<file path="src/rtl/window_gen_2x2_if.sv">
// window_gen_2x2_if: pixel-in / window-out bundle for window_gen_2x2.
//   master : pixel producer side (drives Data_In/Valid_In, sees the windows)
//   slave  : window generator side
// Signals:
//   Data_In, Valid_In        raster-order pixel and its qualifier
//   Data_Out0..3             window TL, TR, BL, BR
//   Valid_Out                window qualifier
//   Frame_Done               pulse with the last window of a frame
interface window_gen_2x2_if #(
    parameter int DATA_WIDTH = 32
);
    logic [DATA_WIDTH-1:0] Data_In;
    logic                  Valid_In;
    logic [DATA_WIDTH-1:0] Data_Out0;
    logic [DATA_WIDTH-1:0] Data_Out1;
    logic [DATA_WIDTH-1:0] Data_Out2;
    logic [DATA_WIDTH-1:0] Data_Out3;
    logic                  Valid_Out;
    logic                  Frame_Done;

    modport master (
        output Data_In, Valid_In,
        input  Data_Out0, Data_Out1, Data_Out2, Data_Out3, Valid_Out, Frame_Done
    );

    modport slave (
        input  Data_In, Valid_In,
        output Data_Out0, Data_Out1, Data_Out2, Data_Out3, Valid_Out, Frame_Done
    );
endinterface

</file>
<file path="src/rtl/window_gen_2x2.sv">
// window_gen_2x2: turns a raster pixel stream into 2x2 stride-1 windows
// (no padding) for the 2x2 convolution core. One line buffer holds the
// previous row; two left-column registers hold the previous column.
// Ports:
//   clk  rising-edge clock
//   rst  asynchronous active-low reset
//   bus  window_gen_2x2_if.slave (Data_In/Valid_In in, Data_Out0..3,
//        Valid_Out, Frame_Done out; outputs registered, latency 1)
// No backpressure: every window must be taken by the consumer.
module window_gen_2x2 #(
    parameter int DATA_WIDTH = 32,
    parameter int IMG_WIDTH  = 8,
    parameter int IMG_HEIGHT = 8
) (
    input  logic              clk,
    input  logic              rst,
    window_gen_2x2_if.slave   bus
);
    localparam int CW = $clog2(IMG_WIDTH);
    localparam int RW = $clog2(IMG_HEIGHT);

    typedef enum logic {FILL, STREAM} state_t;

    state_t                state, state_nxt;
    logic [CW-1:0]         col;
    logic [RW-1:0]         row;
    logic                  accept;
    logic                  col_last, frame_last;
    logic                  win_vld;
    logic [1:0]            vld_pipe;
    logic                  done_q;

    logic [DATA_WIDTH-1:0] line_buf [IMG_WIDTH];
    logic [DATA_WIDTH-1:0] top_right;
    logic [DATA_WIDTH-1:0] left_top, left_bot;
    logic [DATA_WIDTH-1:0] out0_q, out1_q, out2_q, out3_q;

    assign accept     = bus.Valid_In;
    assign col_last   = (col == CW'(IMG_WIDTH - 1));
    assign frame_last = col_last && (row == RW'(IMG_HEIGHT - 1));
    // Combinational read happens before the same-edge write below,
    // so this is still the previous row's pixel at this column.
    assign top_right  = line_buf[col];

    // Column 0 has no left neighbour, and row 0 has no row above.
    assign win_vld     = accept && (state == STREAM) && (col != '0);
    assign vld_pipe[0] = win_vld;

    // ---------------- FSM ----------------
    always_ff @(posedge clk or negedge rst) begin
        if (!rst) state <= FILL;
        else      state <= state_nxt;
    end

    always_comb begin
        state_nxt = state;
        case (state)
            FILL:    if (accept && col_last)   state_nxt = STREAM;
            STREAM:  if (accept && frame_last) state_nxt = FILL;
            default: state_nxt = FILL;
        endcase
    end

    // ---------------- raster counters ----------------
    always_ff @(posedge clk or negedge rst) begin
        if (!rst) begin
            col <= '0;
            row <= '0;
        end else if (accept) begin
            if (col_last) begin
                col <= '0;
                row <= (row == RW'(IMG_HEIGHT - 1)) ? '0 : row + 1'b1;
            end else begin
                col <= col + 1'b1;
            end
        end
    end

    // ---------------- line buffer (contents need no reset) ----------------
    always_ff @(posedge clk) begin
        if (accept) line_buf[col] <= bus.Data_In;
    end

    // ---------------- left column ----------------
    always_ff @(posedge clk or negedge rst) begin
        if (!rst) begin
            left_top <= '0;
            left_bot <= '0;
        end else if (accept) begin
            left_top <= top_right;
            left_bot <= bus.Data_In;
        end
    end

    // ---------------- output stage ----------------
    // Data holds between windows; only the qualifiers drop.
    always_ff @(posedge clk or negedge rst) begin
        if (!rst) begin
            vld_pipe[1] <= 1'b0;
            done_q      <= 1'b0;
            out0_q      <= '0;
            out1_q      <= '0;
            out2_q      <= '0;
            out3_q      <= '0;
        end else begin
            vld_pipe[1] <= vld_pipe[0];
            done_q      <= win_vld && frame_last;
            if (win_vld) begin
                out0_q <= left_top;
                out1_q <= top_right;
                out2_q <= left_bot;
                out3_q <= bus.Data_In;
            end
        end
    end

    assign bus.Data_Out0  = out0_q;
    assign bus.Data_Out1  = out1_q;
    assign bus.Data_Out2  = out2_q;
    assign bus.Data_Out3  = out3_q;
    assign bus.Valid_Out  = vld_pipe[1];
    assign bus.Frame_Done = done_q;
endmodule

</file>
<file path="src/flat_wrapper.sv">
// flat-port wrapper written by rule: the top's interface ports become plain ports
module window_gen_2x2_flat 
#(
    parameter int DATA_WIDTH = 32,
    parameter int IMG_WIDTH  = 8,
    parameter int IMG_HEIGHT = 8
)
  (clk, rst, bus_Data_In, bus_Valid_In, bus_Data_Out0, bus_Data_Out1, bus_Data_Out2, bus_Data_Out3, bus_Valid_Out, bus_Frame_Done);
  window_gen_2x2_if #(.DATA_WIDTH(DATA_WIDTH)) bus_i ();
  input  logic clk;
  input  logic rst;
  input wire logic [$bits(bus_i.Data_In)-1:0] bus_Data_In;
  input wire logic [$bits(bus_i.Valid_In)-1:0] bus_Valid_In;
  output wire logic [$bits(bus_i.Data_Out0)-1:0] bus_Data_Out0;
  output wire logic [$bits(bus_i.Data_Out1)-1:0] bus_Data_Out1;
  output wire logic [$bits(bus_i.Data_Out2)-1:0] bus_Data_Out2;
  output wire logic [$bits(bus_i.Data_Out3)-1:0] bus_Data_Out3;
  output wire logic [$bits(bus_i.Valid_Out)-1:0] bus_Valid_Out;
  output wire logic [$bits(bus_i.Frame_Done)-1:0] bus_Frame_Done;
  assign bus_i.Data_In = bus_Data_In;
  assign bus_i.Valid_In = bus_Valid_In;
  assign bus_Data_Out0 = bus_i.Data_Out0;
  assign bus_Data_Out1 = bus_i.Data_Out1;
  assign bus_Data_Out2 = bus_i.Data_Out2;
  assign bus_Data_Out3 = bus_i.Data_Out3;
  assign bus_Valid_Out = bus_i.Valid_Out;
  assign bus_Frame_Done = bus_i.Frame_Done;
  window_gen_2x2 #(.DATA_WIDTH(DATA_WIDTH), .IMG_WIDTH(IMG_WIDTH), .IMG_HEIGHT(IMG_HEIGHT)) u_core (.clk(clk), .rst(rst), .bus(bus_i));
endmodule
</file>
<file path="config.mk">
export PLATFORM = sky130hd
export DESIGN_NAME = window_gen_2x2_flat
export DESIGN_NICKNAME = d
export VERILOG_FILES = /design/src/rtl/window_gen_2x2_if.sv /design/src/rtl/window_gen_2x2.sv /design/src/flat_wrapper.sv
export SDC_FILE = /design/constraint.sdc
export NUM_CORES = 1
export LEC_CHECK = 0
export ABC_CLOCK_PERIOD_IN_PS = 6800
export CAP_MARGIN = 20
export CORE_MARGIN = 2
export CORE_UTILIZATION = 61
export DETAILED_ROUTE_END_ITERATION = 10
export GPL_ROUTABILITY_DRIVEN = 1
export MAX_ROUTING_LAYER = met4
export PLACE_DENSITY = 0.9
export SETUP_SLACK_MARGIN = 0.3
export SLEW_MARGIN = 20
export SYNTH_ARGS = -nofsm -noshare
export SYNTH_HDL_FRONTEND = slang
export SYNTH_SLANG_ARGS = --single-unit
</file>
<file path="constraint.sdc">
create_clock -name clk -period 6.8 [get_ports clk]
set_input_delay 1.36 -clock clk [delete_from_list [all_inputs] [get_ports clk]]
set_output_delay 1.36 -clock clk [all_outputs]
set_load 0.01 [all_outputs]
</file>
# Word level (Yosys, flattened, before mapping)
# Memory sizes are Yosys's and may differ from the RTL's.
# Cells that the tools add are included.
# word_totals
ff_bits	201
mem_bits_rw	256
input_bits	35
out_inout_bits	130
word_cells	32
memories	1
# op_classes
add_sub_neg	2
n_eq_ne	2
muxes	7
bitwise	1
n_reduce_logical	8
# mem_list
name	depth	word_bits	rd	rd_clocked_by_memory_dff	write_ports	line	text
u_core.line_buf	8	32	1	0	1	window_gen_2x2.sv:33	logic [DATA_WIDTH-1:0] line_buf [IMG_WIDTH];
# ops
op	count
3-bit by 1-bit adder with 3-bit output (second input constant)	2
3-bit equality test (second input constant)	2
1-bit logical AND	6
3-bit 2-to-1 mux	2
1-bit 2-to-1 mux	4
3-bit nonzero test	1
1-bit case mux with 2 select lines	1
2-bit AND reduction	1
1-bit NOT	1

# Depth between registers and ports, before layout
# depth
ltp_word	5
depth_mapped	12
depth_no_buf	5

# Worst setup path after synthesis
# Ideal clock, no wire load.
# synth_path
path_kind	in2reg
from	input bus_Valid_In
to	memory u_core.line_buf[2][0] (enable)
setup_ns	0.461
arrival_ns	4.123
required_time_ns	6.339
slack_ns	2.216
stages	4
n_path_buf	2
cell_sequence	buf_2 -> clkbuf_1 -> nand2_1 -> nor3_1
# synth_via
elab_chain_cells	2
# synth_rtl
item	line	text
from (decl)	flat_wrapper.sv:13	input wire logic [$bits(bus_i.Valid_In)-1:0] bus_Valid_In;
1-bit 2-to-1 mux	window_gen_2x2.sv:81	if (accept) line_buf[col] <= bus.Data_In;
1-bit 2-to-1 mux (not written as such)	window_gen_2x2.sv:81	
to (decl)	window_gen_2x2.sv:33	
# Every way passes these cells.

# Worst setup path in the final report
# layout_path
from	register u_core.col[0]
to	register u_core.left_top[6]
# layout_via
elab_chain_cells	1
# layout_rtl
item	line	text
from (decl)	window_gen_2x2.sv:25	logic [CW-1:0] col;
from (signal assigned)	window_gen_2x2.sv:74	col <= col + 1'b1;
memory 8 x 32 bit	-	
to (signal assigned)	window_gen_2x2.sv:90	left_top <= top_right;
to (decl)	window_gen_2x2.sv:35	logic [DATA_WIDTH-1:0] left_top, left_bot;
# Every way passes these cells.
# A chain may end at the register's enable or synchronous reset.

==> metrics.md <==
| Metric | Value |
|---|---|
| Outcome | complete, no violations |
| Pwr dens | 446 nW/µm² |
| Unique cell type count in the Yosys netlist | 29 |
| Initial antenna violation count | 0 |
| Die area | 30200 µm² |
| Crit path max-delay cell type | buf_4 |
| Fin nets | between 1000 and 1500 |
| Avg WL per Cell | approximately 24 µm |
| H-tree depth | 2 |
| Tot Pwr | 9.39 mW |
| P_sw | around 2.8 mW |
| Crit path DAT | about 3.7 ns |
| Number of gates resized after CTS | 0 |
| Hold buffer count at cts | 0 |
| Crit Reg-Reg Endpoint | u_core.left_top[6]$_DFFE_PN0P_ |
| Fin. Hold Viols | 0 |
| Crit path launch type | register |
| CTS clk-pin slew, worst paths | about 0.060 ns |
| Via count | 9855 |
| Crit Path Category | register to register |
| Initial Util | 0.617 |
| Setup WS post-layout | 3.45 ns |
| Register-to-Register Path Depth | 5 |
| Final Instance Count excl. Fillers | approximately 1600 |
| Worst-case hold slack | a little over 0.5 ns |
| Layout cell share with drive strength beyond 1 | 0.189 |
| Drt drc | 0 |
| First-pass GRT wire length | 59500 µm |
| Final WL | around 38000 µm |
| CP top delay family | buffers and inverters |
| Antenna Nets Post-Route | 0 |
| Vert. Die Dim | 174 µm |
| Combinational share of power | 0.306 |
| Clock Tree Buf Depth | 3 |
| Largest net degree at the start of global routing | 97 |
| Io pins | around 170 |
| GPL Wtd Cong | 0.727 |
| Hold Path End | u_core.left_bot[22]$_DFFE_PN0P_ |
| Pre-CTS setup slack | 3.13 ns |
| Diodes inserted | 0 |
| DP Wirelength | 20600 µm |
| Seq cells post-synth | roughly 460 |
| Maximum clock frequency | 0.299 GHz |
| Hold Path Origin | u_core.left_bot[22]$_DFFE_PN0P_ |
| Worst-Margin Slew | ~0.96 ns |
| Worst-Skew Late Latency | roughly 0.54 ns |
| Number of global-route vias before repair | 10100 |
| Total global routing overflow | 0 |
| Hold Crit Class | register to register |
| Syn_nets | between 1000 and 1500 |
| Hold path depth | 1 |
| Core Region | 28500 µm² |
| Tot GR Track Use | 0.264 |
| Setup_tns | 0 ns |
| Max Slew Vio Count | 0 |
| Crit path cell chain | buf_4 > buf_4 > mux2i_1 > o22a_1 > a31oi_1 |
| PortBufs | between 150 and 200 |
| Worst Clk Skew | around 0.017 ns |
| Core Rows | between 60 and 70 |
| Register area share after synthesis | 0.722 |
| DRT iter0 DRCs | 926 |
| Clock power frac | 0.265 |
| Worst Path Max Fanout | 54 |
| Tmin final | 3.35 ns |
| Total CTS buffers | 44 |
| Period utilization | 0.492 |
| Area Overhead vs Synth | 19.6% |
| Worst-case vdd ir drop | 0.268 mV |
| Mean post-synth cell area | 17.4 µm² |
| Flop pwr share | 0.429 |
| Flop-to-flop setup slack | roughly 3.5 ns |
| RSZ-0062 raised after global routing | false |
| WP data required | 7.17 ns |
| Endpoints failing setup | 0 |
| CP Depth | 5 |
| Clk root buf | clkbuf_16 |
| Final instance area | 21000 µm² |
| Post-Syn Area | between 15000 and 20000 µm² |
| # fillers | 1584 |
| Net Sw Frac | 0.298 |
| Drt first pass iters | 6 |
| Static leakage | 8.05 nW |
| Max-cap violation count | 0 |
| RR Startpoint | u_core.col[0]$_DFFE_PN0P_ |
| Warnings, synthesis | 0 |
| # clock sinks | 457 |
| CTS tree | built |
| CP dominant cell by count | buf_4 |
| Fin util | 0.737 |
| Post-synthesis cell count | between 1000 and 1500 |
| Post-CTS setup buffer count | 0 |
| Internal | 6.59 mW |
| CP Capture Type | register |
| Vias per cell | 6.18 |
| Critical path buffers and inverters | 2 |
| Die W | 174 µm |
| DP Cell Count | approximately 1500 |
| Relative slew slack | 0.358 |
| Worst path max stage delay | between 0.8 and 0.9 ns |
| Placed Area | 19600 µm² |
==> cell type report <==
| cell class | count | area [µm²] | area share |
|---|---|---|---|
| Timing Repair Buffer | 183 | 1800 | 0.0856 |
| Sequential cell | 457 | 12700 | 0.604 |
| Tap cell | 384 | 480 | 0.0228 |
| Inverter | 4 | 15.0 | 0.000713 |
| Clock inverter | 20 | 246 | 0.0117 |
| Clock buffer | 60 | 1220 | 0.0581 |
| Multi-Input combinational cell | 486 | 4560 | 0.217 |
==> power groups by stage <==
| stage | logic [mW] | registers (mW) | clock network (mW) |
|---|---|---|---|
| after floorplan | 1.52 | 4.10 | 0 |
| after global placement | 2.73 | 4.02 | 0 |
| after detailed placement | 2.82 | 4.04 | 0 |
| after CTS | 2.88 | 4.02 | 2.51 |
| after global routing | 3.04 | 4.09 | 2.62 |
| final | 2.88 | 4.03 | 2.49 |
==> sequential cells by signal, summed over array words and instances, names as in the netlist <==
register               cells
u_core.line_buf          256
u_core.bus.Data_Out0      32
u_core.bus.Data_Out1      32
u_core.bus.Data_Out2      32
u_core.bus.Data_Out3      32
u_core.left_bot           32
u_core.left_top           32
u_core.col                 3
u_core.row                 3
u_core.bus.Frame_Done      1
u_core.bus.Valid_Out       1
u_core.state               1
==> worst reg2reg max path: cells and delay by family (launching register included) <==
kind | cells | cell delay [ns]
DFF | 1 | 0.78
buffers and inverters | 2 | 1.67
AOI/OAI and AO/OA | 2 | 0.37
muxes | 1 | 0.37
==> how the worst max path moves through the flow <==
stage | startpoint | endpoint | slack (ns)
3_5_place_dp | bus_Valid_In | u_core.bus.Data_Out2[18]$_DFFE_PN0P_ | 3.13
6_report | u_core.col[0]$_DFFE_PN0P_ | u_core.left_top[6]$_DFFE_PN0P_ | 3.45
5_1_grt | u_core.col[0]$_DFFE_PN0P_ | u_core.left_top[27]$_DFFE_PN0P_ | 3.33
2_1_floorplan | bus_Valid_In | u_core.line_buf[2][0]$_DFFE_PP_ | 2.22
4_1_cts | u_core.col[0]$_DFFE_PN0P_ | u_core.left_top[6]$_DFFE_PN0P_ | 3.48
3_3_place_gp | bus_Valid_In | u_core.bus.Data_Out2[22]$_DFFE_PN0P_ | 3.16
==> layout by cell type, fill, tap and decap left out, types with 2 or more instances in the layout <==
cell type | synthesis | layout
a21oi_1 | 32 | 32
a31oi_1 | 64 | 64
buf_4 | 6 | 18
bufinv_16 | 0 | 6
clkbuf_1 | 25 | 11
clkbuf_16 | 0 | 45
clkbuf_8 | 0 | 5
clkdlybuf4s50_1 | 0 | 162
clkinv_1 | 0 | 8
clkinv_2 | 0 | 4
dfrtp_1 | 201 | 200
edfxtp_1 | 256 | 256
ha_1 | 5 | 5
inv_1 | 4 | 4
mux2_2 | 57 | 57
mux2_4 | 74 | 74
mux2i_1 | 128 | 128
nand2_1 | 7 | 6
nand2b_2 | 0 | 3
nor2_1 | 38 | 32
nor2_4 | 0 | 6
nor3_2 | 0 | 2
o22a_1 | 64 | 64
==> cells by family (layout without fill, tap and decap cells) <==
family,Yosys count,after routing,synth area share
AOI/OAI and AO/OA,164,164,0.0652
adders and majority gates,5,5,0.00355
buffers and inverters,67,267,0.0223
DFF,457,457,0.722
muxes,259,259,0.172
and+or+nand+nor,58,58,0.0141
==> synth_stat cells, drive strengths merged <==
library cell    n  share of area
mux2          131           0.10
a21oi          32         0.0091
nand2           7         0.0015
buf            38          0.016
edfxtp        256           0.44
clkbuf         25         0.0053
dfrtp         201           0.29
a21o            1        0.00043
or2             1        0.00036
nand4           1        0.00036
o22ai           1        0.00036
nor3            3        0.00085
nand2b          4         0.0014
and2            2        0.00085
inv             4        0.00085
ha              5         0.0036
nand3           1        0.00028
nor2b           1        0.00036
nor2           38         0.0081
o22a           64          0.032
a31oi          64          0.023
a21boi          1        0.00043
o21ai           1        0.00028
mux2i         128          0.073
==> metal layers <==
layer,global-route usage,share of wire,vias to the layer above
met5,-,0,-
met4,0.0830,0.024,0
met3,0.0467,0.079,102
met2,0.418,0.49,477
met1,0.354,0.41,5065
li1,-,-,4211
Power figures use the tool's default switching activity.
